**src/rtl/lut_config_writer_if.sv**
```systemverilog
`default_nettype none
// ============================================================================
// Module   : lut_config_writer_if
// Brief    : Valid/ready stream carrying configuration words into the writer.
// Revision : 1.0 - initial release
// ============================================================================
interface lut_config_writer_if #(
    parameter int WORD_WIDTH = 32
);
    logic [WORD_WIDTH-1:0] in_data;
    logic                  in_valid;
    logic                  in_ready;

    modport master (output in_data, output in_valid, input  in_ready);
    modport slave  (input  in_data, input  in_valid, output in_ready);
endinterface
`default_nettype wire

```
**src/rtl/lut_config_writer.sv**
```systemverilog
`default_nettype none
// ============================================================================
// Module   : lut_config_writer
// Brief    : Serialises config words into a LUTRAM bank, one bit per cycle.
// Revision : 1.0 - initial release
// ============================================================================
`ifndef ZUMA_LUT_SIZE
`define ZUMA_LUT_SIZE 6
`endif

module lut_config_writer #(
    parameter int ZUMA_LUT_SIZE = `ZUMA_LUT_SIZE,
    parameter int NUM_LUTS      = 8,
    parameter int WORD_WIDTH    = 32
) (
    input  wire                      clk,
    input  wire                      reset,
    input  wire                      start,
    input  wire                      abort,
    lut_config_writer_if.slave       in_if,
    output logic [ZUMA_LUT_SIZE-1:0] cfg_addr,
    output logic                     cfg_d,
    output logic [NUM_LUTS-1:0]      cfg_we,
    output logic                     busy,
    output logic                     done
);
    localparam int c_LUT_W = (NUM_LUTS > 1) ? $clog2(NUM_LUTS) : 1;
    localparam int c_BIT_W = (WORD_WIDTH > 1) ? $clog2(WORD_WIDTH) : 1;
    localparam logic [c_LUT_W-1:0]       c_LAST_LUT  = c_LUT_W'(NUM_LUTS - 1);
    localparam logic [ZUMA_LUT_SIZE-1:0] c_LAST_ADDR = '1;
    localparam logic [c_BIT_W-1:0]       c_LAST_BIT  = c_BIT_W'(WORD_WIDTH - 1);

    typedef enum logic [1:0] {
        S_IDLE  = 2'd0,
        S_LOAD  = 2'd1,
        S_WRITE = 2'd2,
        S_DONE  = 2'd3
    } state_t;

    state_t                   r_state,   w_state_nxt;
    logic [c_LUT_W-1:0]       r_lut_idx, w_lut_idx_nxt;
    logic [ZUMA_LUT_SIZE-1:0] r_addr,    w_addr_nxt;
    logic [c_BIT_W-1:0]       r_bit_idx, w_bit_idx_nxt;
    logic [WORD_WIDTH-1:0]    r_shreg,   w_shreg_nxt;

    always_ff @(posedge clk or posedge reset) begin
        if (reset) begin
            r_state   <= S_IDLE;
            r_lut_idx <= '0;
            r_addr    <= '0;
            r_bit_idx <= '0;
            r_shreg   <= '0;
        end else begin
            r_state   <= w_state_nxt;
            r_lut_idx <= w_lut_idx_nxt;
            r_addr    <= w_addr_nxt;
            r_bit_idx <= w_bit_idx_nxt;
            r_shreg   <= w_shreg_nxt;
        end
    end

    always_comb begin
        w_state_nxt   = r_state;
        w_lut_idx_nxt = r_lut_idx;
        w_addr_nxt    = r_addr;
        w_bit_idx_nxt = r_bit_idx;
        w_shreg_nxt   = r_shreg;
        case (r_state)
            S_IDLE: begin
                if (start && !abort) begin
                    w_state_nxt   = S_LOAD;
                    w_lut_idx_nxt = '0;
                    w_addr_nxt    = '0;
                    w_bit_idx_nxt = '0;
                end
            end
            S_LOAD: begin
                if (abort) begin
                    w_state_nxt = S_IDLE;
                end else if (in_if.in_valid) begin
                    w_shreg_nxt   = in_if.in_data;
                    w_bit_idx_nxt = '0;
                    w_state_nxt   = S_WRITE;
                end
            end
            S_WRITE: begin
                if (abort) begin
                    w_state_nxt = S_IDLE;
                end else begin
                    w_shreg_nxt   = r_shreg >> 1;
                    w_bit_idx_nxt = r_bit_idx + c_BIT_W'(1);
                    w_addr_nxt    = r_addr + ZUMA_LUT_SIZE'(1);
                    if (r_addr == c_LAST_ADDR) begin
                        w_lut_idx_nxt = r_lut_idx + c_LUT_W'(1);
                    end
                    // The end of the bank wins over the end of a word, so
                    // unused high bits of the last word are simply dropped.
                    if (r_addr == c_LAST_ADDR && r_lut_idx == c_LAST_LUT) begin
                        w_state_nxt = S_DONE;
                    end else if (r_bit_idx == c_LAST_BIT) begin
                        w_state_nxt = S_LOAD;
                    end
                end
            end
            S_DONE:  w_state_nxt = S_IDLE;
            default: w_state_nxt = S_IDLE;
        endcase
    end

    assign in_if.in_ready = (r_state == S_LOAD);
    assign busy           = (r_state != S_IDLE);
    assign done           = (r_state == S_DONE);
    assign cfg_addr       = r_addr;
    assign cfg_d          = (r_state == S_WRITE) & r_shreg[0];
    assign cfg_we         = (r_state == S_WRITE) ? (NUM_LUTS'(1) << r_lut_idx) : '0;
endmodule
`default_nettype wire

```
**src/flat_wrapper.sv**
```systemverilog
// flat-port wrapper written by rule: the top's interface ports become plain ports
module lut_config_writer_flat 
#(
    parameter int ZUMA_LUT_SIZE = `ZUMA_LUT_SIZE,
    parameter int NUM_LUTS      = 8,
    parameter int WORD_WIDTH    = 32
)
  (clk, reset, start, abort, cfg_addr, cfg_d, cfg_we, busy, done, in_if_in_data, in_if_in_valid, in_if_in_ready);
  lut_config_writer_if #(.WORD_WIDTH(WORD_WIDTH)) in_if_i ();
  input  wire clk;
  input  wire reset;
  input  wire start;
  input  wire abort;
  output logic [ZUMA_LUT_SIZE-1:0] cfg_addr;
  output logic cfg_d;
  output logic [NUM_LUTS-1:0] cfg_we;
  output logic busy;
  output logic done;
  input wire logic [$bits(in_if_i.in_data)-1:0] in_if_in_data;
  input wire logic [$bits(in_if_i.in_valid)-1:0] in_if_in_valid;
  output wire logic [$bits(in_if_i.in_ready)-1:0] in_if_in_ready;
  assign in_if_i.in_data = in_if_in_data;
  assign in_if_i.in_valid = in_if_in_valid;
  assign in_if_in_ready = in_if_i.in_ready;
  lut_config_writer #(.ZUMA_LUT_SIZE(ZUMA_LUT_SIZE), .NUM_LUTS(NUM_LUTS), .WORD_WIDTH(WORD_WIDTH)) u_core (.clk(clk), .reset(reset), .start(start), .abort(abort), .in_if(in_if_i), .cfg_addr(cfg_addr), .cfg_d(cfg_d), .cfg_we(cfg_we), .busy(busy), .done(done));
endmodule
```
**config.mk**
```make
export PLATFORM = sky130hd
export DESIGN_NAME = lut_config_writer_flat
export DESIGN_NICKNAME = d
export VERILOG_FILES = /design/src/rtl/lut_config_writer_if.sv /design/src/rtl/lut_config_writer.sv /design/src/flat_wrapper.sv
export SDC_FILE = /design/constraint.sdc
export NUM_CORES = 1
export LEC_CHECK = 0
export ABC_AREA = 1
export CORE_ASPECT_RATIO = 0.5
export CORE_MARGIN = 5
export CORE_UTILIZATION = 51
export DETAILED_ROUTE_END_ITERATION = 7
export PLACE_DENSITY_LB_ADDON = 0.2
export SLEW_MARGIN = 20
export SYNTH_ARGS = -nofsm -noshare
export SYNTH_HDL_FRONTEND = slang
export SYNTH_SLANG_ARGS = --single-unit
```
**constraint.sdc**
```tcl
create_clock -name clk -period 2 [get_ports clk]
set_input_delay 0.6 -clock clk [delete_from_list [all_inputs] [get_ports clk]]
set_output_delay 0.6 -clock clk [all_outputs]
set_load 0.02 [all_outputs]
```
==> impl_metrics.json <==
{
  "final_area_um2": 3560,
  "async_flop_share": 1.000,
  "place_inst": 474,
  "worst_slew_margin_rel": 0.7074,
  "syn_inst": 350,
  "drive_above_1_share": 0.1449,
  "critPathSlowestCell": "dfrtp_1",
  "wl_per_cell_um": 11.85,
  "final.period_utilization": 0.9911,
  "antennaDiodeCount": 0,
  "syn-num-nets": 396,
  "grt_pass1_vias": 2324,
  "cp-end-kind": "output pin",
  "power_mw": 3.800,
  "path_max_fanout": 3,
  "power_density_nw_per_um2": 1068,
  "hp-class": "reg -> reg",
  "io_pins": 55,
  "synth-seq-area-share": 0.4513,
  "yosysWarningCount": 0,
  "placed_cell_area_um2": 3331,
  "initial_core_util": 0.5347,
  "hold_start": "u_core.r_bit_idx[4]$_DFFE_PP0P_",
  "ys_ff_latch": 48,
  "vias": 2364,
  "antenna_found_initial": 0,
  "drt_wl_total_mm": 5.737,
  "cpPeakStageDelay_ps": 410,
  "syn-cell-area_um2": 2661,
  "worstMarginPinSlew_ps": 438.8,
  "drcViolationCount": 0,
  "finalCriticalPeriod_ps": 1982,
  "cts_buffers": 5,
  "drv_cap": 0,
  "cts_tree": "done",
  "cp.required_ps": 1400,
  "reg2reg_slack_ps": 470,
  "grt_pass1_wl_mm": 9.929,
  "rsz0062_at_grt": "true",
  "coreArea_um2": 4977,
  "drt_iter0_drc": 144,
  "root_buffer": "clkbuf_8",
  "fin_nets": 459,
  "instances_no_fill": 484,
  "dp_hpwl_mm": 4.109,
  "clk_latency_ps": 300,
  "port-buffer-count": 54,
  "die_x_um": 112.2,
  "skew_ps": 10.62,
  "avgSynthCellArea_um2": 7.604,
  "ys_types": 23,
  "routed_via_density": 4.884,
  "final_max_slew_viol_count": 0,
  "htree_levels": 2,
  "startpoint_type": "flop",
  "clk_path_buf_depth": 2,
  "drtAntennaViolNets": 0,
  "dieArea_um2": 6851,
  "reg2reg_from": "u_core.cfg_addr[0]$_DFFE_PP0P_",
  "std_cell_rows": 18,
  "crit_start": "u_core.r_lut_idx[0]$_DFFE_PP0P_",
  "die_h_um": 61.08,
  "first_pass_iters": 7,
  "area_delta_synth_final_pct": 33.76,
  "cp_data_arrival_time_ps": 1380,
  "grt.overflow.total": 0,
  "irDropWorstVdd_uv": 564.4,
  "crit_path_cell_trace": "buf_6, inv_6, ha_4, inv_2, nor3_2, buf_4",
  "p_leak_nw": 1.762,
  "grt_max_degree": 56,
  "hold_viol_final": 0,
  "fmax_mhz": 504.5,
  "outcome": "finished, final reports clean",
  "setup_viol": 0,
  "clk_pin_slew_ps": 80,
  "grt_use_total": 0.1793,
  "synth-edff-count": 0,
  "synth_flop_cell": "dfrtp_1",
  "path_class": "reg -> out",
  "gp_congestion": 0.8341,
  "holdWs_ps": 511.7,
  "cts_sinks": 48
}
[metrics by stage]
stage	util	setup slack (ps)	setup TNS [ps]
after floorplan	-	78.48	0
after global placement	0.6692	-99.01	-340.5
after detailed placement	0.6692	-185.8	-960.3
after CTS	0.6921	-60.71	-206.6
after global routing	0.7152	-50.55	-257.7
final	0.7152	17.72	0
[worst max-delay path, delay by kind of cell, from the launching register on]
kind,cells,cell delay (ps)
AND/OR/NAND/NOR,1,150
flip-flops,1,410
adder cells (fa/ha/maj),1,130
buffers and inverters,4,400
[cell type report]
type	instances	area, µm²
clock buffer	5	68.82
inverter	58	222.7
timing repair buffer	70	696.9
multi-input combinational	230	1214
sequential	48	1201
clock inverter	3	68.82
fill	420	1418
tap	70	87.58
[state kept, by name, indices dropped and copies added, names as in the netlist]
register,flops
u_core.r_shreg,32
u_core.r_lut_idx,3
u_core.r_state,2
u_core.r_bit_idx,5
u_core.cfg_addr,6
[cell families after synthesis]
family	after synthesis	synth area share
compound gates	80	0.1514
simple gates	141	0.2294
flops	48	0.4513
buf+inv	72	0.1255
fa+ha+maj	9	0.04231
[final timing paths]
path                                                    to  depth (start not counted)
hold / removal             u_core.r_bit_idx[4]$_DFFE_PP0P_                          2
hold reg to reg            u_core.r_bit_idx[4]$_DFFE_PP0P_                          2
setup reg to reg           u_core.r_lut_idx[1]$_DFFE_PP0P_                          7
setup / recovery                                 cfg_we[0]                          6
min in group asynchronous  u_core.r_bit_idx[2]$_DFFE_PP0P_                          3
max in group asynchronous    u_core.r_shreg[0]$_DFFE_PP0P_                          3
[metal layers]
layer / track usage / vias to the layer above / routed length (µm)
li1: - / 1229 / -
met1: 0.2166 / 1081 / 2588
met2: 0.3243 / 48 / 2846
met3: 0.05201 / 6 / 255
met4: 0.05137 / 0 / 46
met5: 0 / - / 0
[timing repair]
item | 4_1_cts | 5_1_grt
buffers inserted | 2 | 0
setup endpoints to repair | 13 | 11
resized for setup | 48 | 31
hold buffers | 0 | 0
pin swaps | 0 | 5
[Yosys cell counts, types with 3 or more instances]
cell type | number | area (µm²)
nor2_1 | 11 | 41.29
nand3_1 | 11 | 55.05
nand2_2 | 3 | 18.77
buf_2 | 3 | 15.01
nor3_1 | 6 | 30.03
a21oi_1 | 6 | 30.03
nand2_1 | 99 | 371.6
buf_6 | 6 | 67.56
ha_1 | 9 | 112.6
o21ai_0 | 58 | 290.3
buf_4 | 4 | 30.03
dfrtp_1 | 48 | 1201
o21ai_1 | 15 | 75.07
nand4_1 | 4 | 25.02
inv_1 | 56 | 210.2
[layout by cell type (no fill, tap or decap), types with 3 or more instances in the layout]
cell type        instances
ha_4                     4
buf_12                   4
nor2_1                  10
nand4_1                  4
o21ai_0                 58
nand2_2                  3
clkbuf_8                 5
nand2_1                 98
inv_1                   51
clkdlybuf4s50_1         39
nor2_4                   3
buf_4                   16
nand3_1                 11
dfrtp_1                 48
nor3_2                   4
ha_1                     4
inv_2                    6
a21oi_1                  6
o21ai_1                 15
[power by group]
part | total, mW | internal [mW] | switching, mW
clock | 0.843 | 0.503 | 0.339
combinational | 1.51 | 0.584 | 0.921
sequential | 1.45 | 1.32 | 0.129
Power figures use the tool's default switching activity.
